===== src/rtl/iir_stream_pkg.sv =====
// Shared types, constants and the requantizer for the IIR sample streamer.
package iir_stream_pkg;

  typedef enum logic {FLUSH = 1'b0, RUN = 1'b1} state_t;

  localparam int FLUSH_CYCLES = 2;
  localparam int CNT_W = 16;
  localparam int RQ_W = 64;

  typedef struct packed {
    logic                   sat;
    logic signed [RQ_W-1:0] val;
  } rq_t;

  // Round half up at the first dropped bit, shift, then clamp to out_w signed bits.
  function automatic rq_t requantize(input logic signed [RQ_W-1:0] x,
                                     input int shift,
                                     input int out_w);
    rq_t r;
    logic signed [RQ_W-1:0] one, rounded, max_code, min_code;
    one      = {{(RQ_W-1){1'b0}}, 1'b1};
    rounded  = (x + (one <<< (shift - 1))) >>> shift;
    max_code = (one <<< (out_w - 1)) - one;
    min_code = -(one <<< (out_w - 1));
    r.sat = 1'b0;
    r.val = rounded;
    if (rounded > max_code) begin
      r.sat = 1'b1;
      r.val = max_code;
    end else if (rounded < min_code) begin
      r.sat = 1'b1;
      r.val = min_code;
    end
    return r;
  endfunction

endpackage


===== src/rtl/sample_fifo.sv =====
// Synchronous FIFO with separate occupancy count and synchronous clear.
module sample_fifo #(
  parameter int DATA_W = 26,
  parameter int DEPTH  = 8
) (
  input  logic              CLK,
  input  logic              clear,
  input  logic              push,
  input  logic              pop,
  input  logic [DATA_W-1:0] wr_data,
  output logic [DATA_W-1:0] rd_data,
  output logic              full,
  output logic              empty
);

  localparam int AW = $clog2(DEPTH);

  logic [DATA_W-1:0] mem [DEPTH];
  logic [AW-1:0]     wr_ptr, rd_ptr;
  logic [AW:0]       count;
  logic              do_push, do_pop;

  assign full    = (count == (AW+1)'(DEPTH));
  assign empty   = (count == '0);
  assign do_push = push && !full && !clear;
  assign do_pop  = pop && !empty && !clear;
  assign rd_data = mem[rd_ptr];

  always_ff @(posedge CLK) begin
    if (clear) begin
      wr_ptr <= '0;
      rd_ptr <= '0;
      count  <= '0;
    end else begin
      if (do_push) wr_ptr <= wr_ptr + 1'b1;
      if (do_pop)  rd_ptr <= rd_ptr + 1'b1;
      case ({do_push, do_pop})
        2'b10:   count <= count + 1'b1;
        2'b01:   count <= count - 1'b1;
        default: count <= count;
      endcase
    end
  end

  always_ff @(posedge CLK) begin
    if (do_push) mem[wr_ptr] <= wr_data;
  end

endmodule


===== src/rtl/iir_sample_streamer.sv =====
// Rate-controlled feeder and result requantizer wrapped around an SOS filter stage.
module iir_sample_streamer
  import iir_stream_pkg::*;
#(
  parameter int WI_IN  = 8,
  parameter int WF_IN  = 18,
  parameter int WI_OUT = 13,
  parameter int WF_OUT = 29,
  parameter int DEPTH  = 8,
  parameter int DIV_W  = 8
) (
  input  logic                      CLK,
  input  logic                      Reset,
  input  logic                      flush,
  input  logic                      in_valid,
  output logic                      in_ready,
  input  logic [WI_IN+WF_IN-1:0]    in_sample,
  input  logic [DIV_W-1:0]          rate_div,
  output logic [WI_IN+WF_IN-1:0]    filt_sample,
  output logic                      filt_CE,
  output logic                      filt_nReset,
  input  logic [WI_OUT+WF_OUT-1:0]  Filt_Out,
  input  logic                      overFlow,
  output logic                      out_valid,
  output logic [WI_OUT+WF_OUT-1:0]  out_full,
  output logic [WI_IN+WF_IN-1:0]    out_sample,
  output logic                      out_sat,
  output logic                      sticky_ovf,
  output logic [CNT_W-1:0]          sat_count,
  output logic [CNT_W-1:0]          underrun_count
);

  localparam int SW    = WI_IN + WF_IN;
  localparam int OW    = WI_OUT + WF_OUT;
  localparam int SHIFT = WF_OUT - WF_IN;

  state_t           state, state_nxt;
  logic [1:0]       flush_cnt, flush_cnt_nxt;
  logic             active, clr, tick, strobe, underrun, fifo_push;
  logic             fifo_full, fifo_empty;
  logic [SW-1:0]    fifo_head, held_sample;
  logic [DIV_W-1:0] rate_cnt;
  logic [CNT_W-1:0] sat_cnt, ur_cnt;
  logic             sticky;

  logic                 vld_p1, vld_p2, sat_p2;
  logic signed [OW-1:0] cap_p1, full_p2;
  logic signed [SW-1:0] sample_p2;
  rq_t                  rq;
  logic                 unused_rq_hi;

  always_ff @(posedge CLK) begin
    if (Reset || flush) begin
      state     <= FLUSH;
      flush_cnt <= '0;
    end else begin
      state     <= state_nxt;
      flush_cnt <= flush_cnt_nxt;
    end
  end

  always_comb begin
    state_nxt     = state;
    flush_cnt_nxt = flush_cnt;
    case (state)
      FLUSH: begin
        if (flush_cnt == 2'(FLUSH_CYCLES - 1)) begin
          state_nxt     = RUN;
          flush_cnt_nxt = '0;
        end else begin
          flush_cnt_nxt = flush_cnt + 2'd1;
        end
      end
      default: state_nxt = state;
    endcase
  end

  // Reset/flush gate the strobe in the same cycle so nothing escapes while the FSM drops to FLUSH.
  always_comb begin
    active      = (state == RUN) && !Reset && !flush;
    clr         = !active;
    tick        = active && (rate_cnt == '0);
    strobe      = tick && !fifo_empty;
    underrun    = tick && fifo_empty;
    in_ready    = active && !fifo_full;
    fifo_push   = in_valid && in_ready;
    filt_nReset = active;
    filt_CE     = strobe;
    filt_sample = strobe ? fifo_head : held_sample;
  end

  sample_fifo #(
    .DATA_W (SW),
    .DEPTH  (DEPTH)
  ) u_fifo (
    .CLK     (CLK),
    .clear   (clr),
    .push    (fifo_push),
    .pop     (strobe),
    .wr_data (in_sample),
    .rd_data (fifo_head),
    .full    (fifo_full),
    .empty   (fifo_empty)
  );

  always_ff @(posedge CLK) begin
    if (clr || tick) rate_cnt <= rate_div;
    else             rate_cnt <= rate_cnt - 1'b1;
  end

  always_ff @(posedge CLK) begin
    if (clr) begin
      held_sample <= '0;
      sticky      <= 1'b0;
      ur_cnt      <= '0;
    end else begin
      if (strobe)               held_sample <= fifo_head;
      if (strobe && overFlow)   sticky      <= 1'b1;
      if (underrun && ur_cnt != '1) ur_cnt  <= ur_cnt + 1'b1;
    end
  end

  // Stage 1: capture the filter result on the strobed cycle.
  always_ff @(posedge CLK) begin
    if (clr) vld_p1 <= 1'b0;
    else     vld_p1 <= strobe;
  end

  always_ff @(posedge CLK) begin
    if (strobe) cap_p1 <= Filt_Out;
  end

  // Stage 2: requantize to the sample format and count saturations.
  assign rq = requantize({{(RQ_W-OW){cap_p1[OW-1]}}, cap_p1}, SHIFT, SW);
  // After clamping the bits above the sample width are only sign copies.
  assign unused_rq_hi = ^rq.val[RQ_W-1:SW];

  always_ff @(posedge CLK) begin
    if (clr) begin
      vld_p2    <= 1'b0;
      sat_p2    <= 1'b0;
      full_p2   <= '0;
      sample_p2 <= '0;
      sat_cnt   <= '0;
    end else begin
      vld_p2 <= vld_p1;
      sat_p2 <= vld_p1 && rq.sat;
      if (vld_p1) begin
        full_p2   <= cap_p1;
        sample_p2 <= rq.val[SW-1:0];
      end
      if (vld_p1 && rq.sat && sat_cnt != '1) sat_cnt <= sat_cnt + 1'b1;
    end
  end

  assign out_valid      = vld_p2;
  assign out_sat        = sat_p2;
  assign out_full       = full_p2;
  assign out_sample     = sample_p2;
  assign sticky_ovf     = sticky;
  assign sat_count      = sat_cnt;
  assign underrun_count = ur_cnt;

endmodule


===== config.mk =====
export PLATFORM = sky130hd
export DESIGN_NAME = iir_sample_streamer
export DESIGN_NICKNAME = d
export VERILOG_FILES = /design/src/rtl/iir_stream_pkg.sv /design/src/rtl/sample_fifo.sv /design/src/rtl/iir_sample_streamer.sv
export SDC_FILE = /design/constraint.sdc
export NUM_CORES = 1
export LEC_CHECK = 0
export BUFFER_PORTS_ARGS = -buffer_cell sky130_fd_sc_hd__clkbuf_2
export CORE_MARGIN = 8
export CORE_UTILIZATION = 56
export DETAILED_ROUTE_END_ITERATION = 8
export GPL_TIMING_DRIVEN = 0
export PLACE_DENSITY = 0.78
export SLEW_MARGIN = 10
export SYNTH_ARGS = -nofsm -noshare
export SYNTH_HDL_FRONTEND = slang
export SYNTH_SLANG_ARGS = --single-unit

===== constraint.sdc =====
create_clock -name CLK -period 7.4 [get_ports CLK]
set_clock_uncertainty 0.1 [all_clocks]
set_input_delay 0.37 -clock CLK [delete_from_list [all_inputs] [get_ports CLK]]
set_output_delay 0.37 -clock CLK [all_outputs]
set_load 0.02 [all_outputs]

* Word level (Yosys, flattened, before mapping)
Memories as Yosys holds them, arrays and structs flattened. A register that Yosys moved wholly into a read port is not among the register bits.
Index checks and enable logic that the tools add are counted.
** Word-level totals
- Bits in registers :: 193
- Memory bits (writable) :: 208
- Input bits :: 81
- Output and inout port bits :: 132
- Logic and storage cells :: 71
- Memories :: 1
** Memory list
- u_fifo.mem :: depth 8, width 26, read ports 1, clocked after Yosys merged registers in 1, write ports 1, line sample_fifo.sv:18 : logic [DATA_W-1:0] mem [DEPTH];
** Cells by class
- Add/sub/neg operators :: 9
- $lt $le $gt $ge :: 2
- Eq/ne operators :: 6
- Multiplexer cells :: 12
- Reduce and logical (&&, ||, !) cells :: 25
** Operator list (count)
- $mux 65 :: 2
- $add 42x12->43 const B :: 1
- $add 16x1->16 const B :: 2
- $gt 32x26->1 const B :: 1
- $lt 32x26->1 const B :: 1
- $ne 16x16->1 const B :: 2
- $mux 26 :: 1
- $logic_and 1x1->1 :: 15
- $logic_not 8->1 :: 1
- $mux 8 :: 1
- $pmux 4 s2 :: 1
- $sub 8x1->8 const B :: 1
- $add 3x1->3 const B :: 2
- $mux 3 :: 2
- $logic_not 1->1 :: 5
- $add 4x1->4 const B :: 1
- $eq 2x1->1 const B :: 2
- $eq 4x4->1 const B :: 1
- $logic_not 4->1 :: 1
- $mux 1 :: 4
- $sub 4x1->4 const B :: 1
- $add 2x1->2 const B :: 1
- $eq 2x2->1 const B :: 1
- $logic_or 1x1->1 :: 2
- other kinds (2) :: 2

* Longest topological paths before layout
Gate-level depths: netlist (run 1).
- Depth in word-level cells :: 9
- Gate-level depth with buffers :: 14
- Mapped depth without buffers :: 13

* By module
From an unflattened synthesis (run 1), not the netlist that was laid out.
** Second synthesis, totals
- Cells, all modules :: 1126
- Area, all modules :: 16510.8 um^2
** Modules (own cells, without submodules)
- sample_fifo :: instances 1, cells each 377, area each 8694.6 um^2
- iir_sample_streamer :: instances 1, cells each 749, area each 7816.2 um^2

* Worst setup path before layout (run 1)
OpenSTA, ideal clock, no wires.
- Path type :: register to register
- From :: register state
- To :: memory u_fifo.mem[2][0], enable pin
- Library setup time :: 0.484 ns
- Arrival :: 4.577 ns
- Required time :: 6.816 ns
- Setup slack :: 2.238 ns
- Cell stages (with the launch flop) :: 9
- Buffers on the path :: 2
- Period minus slack after synthesis :: 5.162 ns
- Cell sequence :: dfxtp_1 > inv_1 > or3_1 > clkbuf_1 > a21oi_1 > and2_1 > clkbuf_1 > inv_1 > nor4b_1
** Between the ends
- Word-level cells in the longest chain between the ends :: 8
** Ends and longest elaborated chain
- from (decl) :: line iir_sample_streamer.sv:37 : state_t state, state_nxt;
- from (signal assigned) :: line iir_sample_streamer.sv:57 : state <= state_nxt;
- $logic_and 1x1->1 (2 in a row) :: line iir_sample_streamer.sv:80 : active = (state == RUN) && !Reset && !flush;
- $logic_and 1x1->1 :: line iir_sample_streamer.sv:85 : in_ready = active && !fifo_full;
- via in_ready :: line iir_sample_streamer.sv:16 : output logic in_ready,
- $logic_and 1x1->1 :: line iir_sample_streamer.sv:86 : fifo_push = in_valid && in_ready;
- $logic_and 1x1->1 (2 in a row) :: line sample_fifo.sv:25 : assign do_push = push && !full && !clear;
- $mux 1 :: line sample_fifo.sv:46 : if (do_push) mem[wr_ptr] <= wr_data;
- $mux 1 (implied by the code) :: line sample_fifo.sv:46
- to (decl) :: line sample_fifo.sv:18
The timed path passes the listed nets, and every way through them passes these cells.

* Worst setup path after layout (run 1)
- From :: input Reset
- To :: output filt_sample[19]
** Between the ends
- Word-level cells in the longest chain between the ends :: 6
** Ends and longest elaborated chain
- from (decl) :: line iir_sample_streamer.sv:13 : input logic Reset,
- $logic_not 1->1 :: line iir_sample_streamer.sv:80
- $logic_and 1x1->1 (2 in a row) :: line iir_sample_streamer.sv:80
- $logic_and 1x1->1 :: line iir_sample_streamer.sv:82 : tick = active && (rate_cnt == '0);
- $logic_and 1x1->1 :: line iir_sample_streamer.sv:83 : strobe = tick && !fifo_empty;
- $mux 26
- to (decl) :: line iir_sample_streamer.sv:19 : output logic [WI_IN+WF_IN-1:0] filt_sample,
Every way passes these cells.

==> results of run 1 <==
==> final timing paths <==
path,endpoint,from,depth (start not counted)
hold reg to reg,flush_cnt[1],flush_cnt[1],2
setup / recovery,filt_sample[19],Reset,11
hold / removal,u_fifo.mem[2][20],in_sample[20],1
setup reg to reg,u_fifo.count[3],state,14
==> worst max-delay path: cells and delay by family <==
family	cells	cell delay [ns]
buffers and inverters	6	2.16
AND/OR/NAND/NOR	4	1.04
AO/OA/AOI/OAI	1	0.29
==> through the flow <==
step / cells / total power, mW
after CTS: 1935 / 4.59
after global routing: 1937 / 4.69
final: 1937 / 4.57
after detailed placement: 1787 / 2.49
after floorplan: 1172 / 2.45
after global placement: 1762 / 2.49
==> logic make-up after synthesis <==
group,count (synthesis),share of synthesized area
buffers and inverters,83,0.0203
AO/OA/AOI/OAI,140,0.0514
flip-flops,404,0.669
AND/OR/NAND/NOR,385,0.119
adder cells (fa/ha/maj),10,0.00838
XOR/XNOR,54,0.0299
multiplexers,96,0.102
==> per-layer routing <==
layer	GRT usage	routed length, µm
met5	0	13
met4	0.0942	1430
met3	0.0463	3740
met2	0.392	19400
met1	0.302	15800
==> timing repair <==
item | CTS | global route
hold buffers | 72 | 0
setup endpoints to repair | 0 | 0
hold endpoints to repair | 164 | 0
==> final cells by class <==
| type | instances | area share |
|---|---|---|
| Antenna cell | 2 | 0.000253 |
| Multi-Input combinational cell | 685 | 0.251 |
| Clock inverter | 17 | 0.0107 |
| Tap cell | 378 | 0.0239 |
| Sequential cell | 404 | 0.536 |
| Buffer | 63 | 0.0125 |
| Clock buffer | 59 | 0.0594 |
| Inverter | 20 | 0.00380 |
| Timing Repair Buffer | 309 | 0.103 |
==> flip-flops by register name, indices dropped and copies added (netlist names), named ones only <==
name,cells
u_fifo.count,4
u_fifo.wr_ptr,3
out_sat,1
vld_p1,1
cap_p1,42
rate_cnt,8
out_full,42
held_sample,26
underrun_count,16
sat_count,16
u_fifo.rd_ptr,3
out_sample,26
out_valid,1
state,1
u_fifo.mem,208
sticky_ovf,1
flush_cnt,2
==> power groups by stage <==
stage	logic [mW]	registers [mW]	clock network, mW
2_1_floorplan	0.0108	2.44	0
3_3_place_gp	0.0459	2.44	0
3_5_place_dp	0.0490	2.44	0
4_1_cts	0.0809	2.39	2.12
5_1_grt	0.0885	2.39	2.21
6_report	0.0825	2.39	2.10
==> cell usage in the layout, fill, tap and decap left out, types with 3 or more instances in the layout <==
master and instances:
buf_1 10, o211ai_1 3, nand4_1 18, dlygate4sd3_1 72, nand2b_1 26, mux2i_1 44
nor4_1 6, dfxtp_1 154, clkbuf_1 60, nor3_2 3, nand4_2 3, o21ai_0 45
xnor2_1 35, mux4_2 52, nand2_1 63, a31oi_1 26, a21oi_1 46, buf_6 10
ha_1 9, and2_1 31, bufinv_16 3, buf_4 13, nand3_1 34, a21boi_0 3
inv_1 20, or3_1 12, clkbuf_2 212, and3_1 10, nor3_1 16, clkinv_2 8
or4_1 5, buf_2 3, clkbuf_8 8, clkbuf_16 41, xor2_1 19, and4_1 4
nor2_1 143, edfxtp_1 250
==> impl_results.md, run 1 <==
* Power Density at approximately 230 nW/µm²
* Overflow after GRT at 0
* Crit path largest cell delay at ~0.54 ns
* PostCTS Resize Cnt at 0
* Ys flop type: edfxtp_1
* Sequential area share after synthesis at 0.669
* CP Capture Type: primary output
* Max-slew violation count at 0
* DRT antenna net count at 0
* Number of synthesized flops with an enable pin at 250
* Count leader, synth: edfxtp_1
* Largest net degree at the start of global routing at 24
* DP Worst Slack at between 3 and 4 ns
* CP Max Fanout at 10
* Reg-to-reg slack, setup at between 3 and 4 ns
* Final setup TNS at 0 ns
* Vias in the first global route at between 10,000 and 15,000
* Internal at 3.66 mW
* P&R area growth vs syn at 25.0%
* First-pass GRT wire length at between 60,000 and 70,000 µm
* Clock tree sinks at between 400 and 500
* Max IR drop VDD at approximately 0.25 mV
* Share of the synthesized area in the top cell type at 0.474
* LEAKAGE at roughly 7.0 nW
* Slew @ Worst Pin at ~1.1 ns
* H-tree depth at 2
* Core Util, Final at 0.712
* CTS buffer count at just over 40
* All-layer global routing usage at 0.236
* WL final at about 40,000 µm
* Final period utilization at 0.589
* Final hold violations at 0
* Switch share at 0.200
* Required time of the critical path at between 6 and 7 ns
* Clock buffer depth at 3
* Syn Inst Count at roughly 1,200
* Fin area at just under 20,000 µm²
* Hold Path Class: input pin to flip-flop
* Hold slack at about 0.015 ns
* Worst path cell trace: dlygate4sd3_1 > clkbuf_2 > or3_1 > clkbuf_1 > nor2_1 > nand2_1 > nor2_1 > clkbuf_1 > buf_1 > a31oi_1 > clkbuf_2
* Critical path arrival at around 3.9 ns
* Initial antenna violation count at 3
* Die extent in y at approximately 180 µm
* Starting Density at 0.570
* DRC at 0
* Syn nets at 1,263
* Reg power frac at 0.523
* Synth Warn # at 0
* RSZ-0062 raised after global routing: false
* Area of the multi-input gates at 4970 µm²
* Gp weighted congestion at 0.855
* Die area at around 34,000 µm²
* Initial DRC Count at approximately 1,000
* Post-DP Area at roughly 18,000 µm²
* Slew headroom at 0.281
* CTS tree: done
* Setup Buffers After CTS at 0
* Outcome: finished clean
* Root Driver: clkbuf_16
* I/O pin count at about 210
* Share of post-route cells with drive strength above 1 at 0.241
* Die W at about 180 µm
* Most frequent cells after synthesis: edfxtp_1, dfxtp_1, nor2_1
* Slowest cell on crit path: buf_1
* Register bit total from synthesis at 404
* Final #Nets at 1,615
* Setup CP Type: input pin to primary output
* Placed wire-length estimate at around 27,000 µm
* CORE AREA at ~28,000 µm²
* # setup viols final at 0
* Wire per inst at ~21 µm
* Pre-Repair DR Iteration Count at 6
* DR vias/cell at approximately 5.7
* Distinct cell type count after synthesis at 51
* Clock Power Share at 0.459
* Post-synth ARST share at 0
* Clock transition at path regs at around 0.060 ns
* Min Tclk post-route at 4.36 ns
* Worst-skew pair later-pin latency at approximately 0.56 ns
* Net Sw Power at 916 µW
* Setup crit start kind: input pin
* Reg area at roughly 11,000 µm²
* Avg Cell Area, Syn at approximately 14 µm²
* Port bufs at ~210
* DR vias at 11,100
* Maxcap violations at 0
* Combinational Power Share at 0.018
* Synth area leaders: edfxtp_1, dfxtp_1, mux4_2
* Std cell rows at 61
* Post-synthesis cell area at about 16,000 µm²
* Fill cell count at ~1,800
* Worst setup margin at roughly 3 ns
* Maximum clock rate at roughly 230 MHz
* Cell taking the most area after synthesis: edfxtp_1
Note: power is estimated with default switching activity, not from simulation.
==> run 2: changes to the inputs <==
--- a/config.mk
+++ b/config.mk
@@ -5,12 +5,13 @@
 export SDC_FILE = /design/constraint.sdc
 export NUM_CORES = 1
 export LEC_CHECK = 0
+export ABC_AREA = 1
 export BUFFER_PORTS_ARGS = -buffer_cell sky130_fd_sc_hd__clkbuf_2
 export CORE_MARGIN = 8
-export CORE_UTILIZATION = 56
+export CORE_UTILIZATION = 52
 export DETAILED_ROUTE_END_ITERATION = 8
 export GPL_TIMING_DRIVEN = 0
-export PLACE_DENSITY = 0.78
+export PLACE_DENSITY = 0.76
 export SLEW_MARGIN = 10
 export SYNTH_ARGS = -nofsm -noshare
 export SYNTH_HDL_FRONTEND = slang
==> constraint.sdc (replaced) <==
create_clock -name CLK -period 3.5 [get_ports CLK]
set_clock_uncertainty 0.1 [all_clocks]
set_input_delay 0.175 -clock CLK [delete_from_list [all_inputs] [get_ports CLK]]
set_output_delay 0.175 -clock CLK [all_outputs]
set_load 0.02 [all_outputs]
==> impl_results.md, run 2 <==
* Avg Cell Area, Syn at 10.2 µm² (-24%)
* Number of synthesized flops with an enable pin at 250 (unchanged)
* CORE AREA at 31,600 µm² (+14%)
* CTS tree: done
* Most frequent cells after synthesis: nand2_1, edfxtp_1, o21ai_0
* Outcome: finished clean
* Post-synth ARST share at 0 (unchanged)
* Clock transition at path regs at 0.06 ns (about the same)
* Worst-skew pair later-pin latency at 0.53 ns (-0.03 ns)
* Count leader, synth: nand2_1
* Required time of the critical path at 3.85 ns (-3.08 ns)
* Wire per inst at 18.8 µm (-9.9%)
* Fill cell count at 2,407 (+32%)
* Setup CP Type: flip-flop to flip-flop
* Slew headroom at 0.428 (+0.147)
* DR vias at 13,100 (+18%)
* Hold Path Class: input pin to flip-flop
* Clock buffer depth at 3 (unchanged)
* Die extent in y at 196 µm (+6.2%)
* Worst setup margin at 0.167 ns (-2.88 ns)
* Overflow after GRT at 0 (unchanged)
* Distinct cell type count after synthesis at 41 (-20%)
* Share of post-route cells with drive strength above 1 at 0.188 (-0.0532)
* Placed wire-length estimate at 31,200 µm (+15%)
* Global Route met2 Usage at 0.403 (+0.0111)
* Final period utilization at 0.952
* Reg-to-Reg Start: rate_cnt[0]
* End of the critical path: u_fifo.count[3]
* Setup crit start: rate_cnt[0]
* Biggest register: u_fifo.mem
* Root Driver: clkbuf_16
* DRT antenna net count at 0 (unchanged)
* Hold slack at 0.259 ns (+0.244 ns)
* Syn Inst Count at 1,642 (+40%)
* Reg-to-reg slack, setup at 0.17 ns (-3.43 ns)
* Vias in the first global route at 13,200 (+18%)
* Met3 Use GR at 0.0597 (+0.0134)
* CP Max Fanout at 10 (unchanged)
* Sequential area share after synthesis at 0.632 (-0.0371)
* Cell count of the worst reg-to-reg path at 20 (+6)
* Port bufs at 212 (unchanged)
* DR vias/cell at 5.38 (-6.0%)
* Min Tclk post-route at approximately 3.3 ns
* Starting Density at 0.530 (-0.0400)
* Max FFs per register at 208 (unchanged)
* Pre-Repair DR Iteration Count at 5 (-1)
* DRC at 0 (unchanged)
* Largest net degree at the start of global routing at 27 (+13%)
* DP Worst Slack at -0.590 ns (-4.12 ns)
* Synth Warn # at 0 (unchanged)
* Final #Nets at 2,083 (+29%)
* First-pass GRT wire length at 71,100 µm (+14%)
* Ys flop type: edfxtp_1
* Commonest non-fill, non-tap cell in the layout: nand2_1
* Register bit total from synthesis at 404 (unchanged)
* Hold path cells at 2 (+1)
* CTS buffer count at 42 (+2.4%)
* Clock tree sinks at 404 (unchanged)
* Max-slew violation count at 0 (unchanged)
* LEAKAGE at 7.79 nW (+11%)
* Gr busiest metal: met2
* Final hold violations at 0 (unchanged)
* Commonest cells after routing, fill and taps aside: nand2_1, edfxtp_1, clkbuf_2
* Gp weighted congestion at 0.906 (+5.9%)
* Die area at 38,200 µm² (+13%)
* Setup crit start kind: flip-flop
* Die W at 196 µm (+6.2%)
* Met1 usage at 0.277 (-0.0249)
* Maximum clock rate at around 300 MHz
* Initial DRC Count at 1,010 (+0.60%)
* Std cell rows at 65 (+6.6%)
* WL final at 45,500 µm (+13%)
* Max IR drop VDD at 0.426 mV (+70%)
* Critical path arrival at 3.68 ns (-0.21 ns)
* Slew @ Worst Pin at 0.856 ns (-0.212 ns)
* Initial antenna violation count at 1 (-2)
* Syn nets at 1,733 (+37%)
* Cell taking the most area after synthesis: edfxtp_1
* H-tree depth at 2 (unchanged)
* P&R area growth vs syn at 25.1%
* Synth area leaders: edfxtp_1, dfxtp_1, nand2_1
* # setup viols final at 0 (unchanged)
* CP Capture Type: flip-flop
* Post-synthesis cell area at 16,800 µm² (+5.9%)
* Power Density at 474 nW/µm² (+100%)
* Share of the synthesized area in the top cell type at 0.448 (-0.0263)
* All-layer global routing usage at 0.232 (-0.00365)
* Maxcap violations at 0 (unchanged)
* RR Endpoint: u_fifo.count[3]
* I/O pin count at 213 (unchanged)
-- run 2: cell types whose count changed in the layout (fill, tap and decap cells not counted), moves of 26 or more --
| cell | previous run | this run |
|---|---|---|
| nand2_1 | 63 | 304 |
| o21ai_0 | 45 | 170 |
| inv_1 | 20 | 142 |
| a21oi_1 | 46 | 151 |
| mux4_2 | 52 | 0 |
| nor2_1 | 143 | 105 |
| and2_1 | 31 | 0 |
| nand3_1 | 34 | 65 |
| nand2b_1 | 26 | 0 |
-- run 2: kinds of logic (layout without fill, tap and decap cells) --
logic type	count (synthesis)	count (layout)	synth area share
AND/OR/NAND/NOR	567	567	0.148
flip-flops	404	404	0.632
AO/OA/AOI/OAI	346	346	0.108
buffers and inverters	222	605	0.0518
multiplexers	52	52	0.0311
XOR/XNOR	41	41	0.0214
adder cells (fa/ha/maj)	10	10	0.00792
other	0	1	0
-- run 2: cell type report --
cell class	count	area [µm²]	share of cell area
clock buffer	58	1190	0.0569
tap	402	503	0.0240
sequential	404	10600	0.505
multi-input combinational	1016	5410	0.258
timing repair buffer	306	2110	0.101
inverter	147	552	0.0263
buffer	75	340	0.0162
clock inverter	19	272	0.0129
antenna	1	2.50	0.000119
-- run 2: through the flow --
stage	util	TNS (ns)	cells	area (µm²)	power, mW
detailed placement	0.587	-1.10	2263	18600	5.27
global route	0.663	-0.0254	2428	21000	10.2
floorplan	-	0	1642	16800	5.19
global placement	0.579	-144.17	2256	18300	5.26
finish	0.663	0	2428	21000	9.93
CTS	0.660	0	2421	20900	9.99
-- run 2: power by group --
part           switching (mW)  internal [mW]  leakage (nW)
clock                    1.79           2.90         0.717
combinational          0.0851          0.102          3.58
sequential            0.00559           5.05          3.49
total                    1.88           8.05          7.79
-- run 2: worst min path at each step --
| stage | end | from |
|---|---|---|
| global placement | cap_p1[15] | Filt_Out[15] |
| CTS | cap_p1[22] | Filt_Out[22] |
| floorplan | cap_p1[0] | Filt_Out[0] |
| finish | cap_p1[5] | Filt_Out[5] |
| detailed placement | cap_p1[18] | Filt_Out[18] |
| global route | cap_p1[15] | Filt_Out[15] |
-- run 2: timing repair --
action | in CTS | in global routing
hold endpoints to repair | 264 | 0
hold buffers | 81 | 0
pin swaps | 0 | 3
buffers inserted | 0 | 6
cloned | 0 | 0
gates resized for setup | 8 | 19
endpoints found under the setup margin | 26 | 19
-- run 2: critical path, stage by stage (launching register included) --
cell	delay, ns
dfxtp_1	0.31
inv_1	0.11
ha_2	0.22
nand2_1	0.08
nor2_2	0.13
nand2_2	0.09
nor2_4	0.19
nand2_4	0.11
nor2_4	0.22
buf_8	0.16
buf_8	0.16
ha_2	0.22
ha_1	0.28
nand2_1	0.09
nor2_1	0.05
a211oi_2	0.25
buf_4	0.15
nand2_1	0.04
nand2_1	0.09
o21ai_1	0.06
a21oi_1	0.13
-- run 2: layer usage --
| layer | wire [µm] | vias up |
|---|---|---|
| met5 | 0 | - |
| met4 | 1280 | 0 |
| met3 | 3820 | 93 |
| met2 | 22400 | 520 |
| met1 | 18000 | 6146 |
| li1 | - | 6298 |
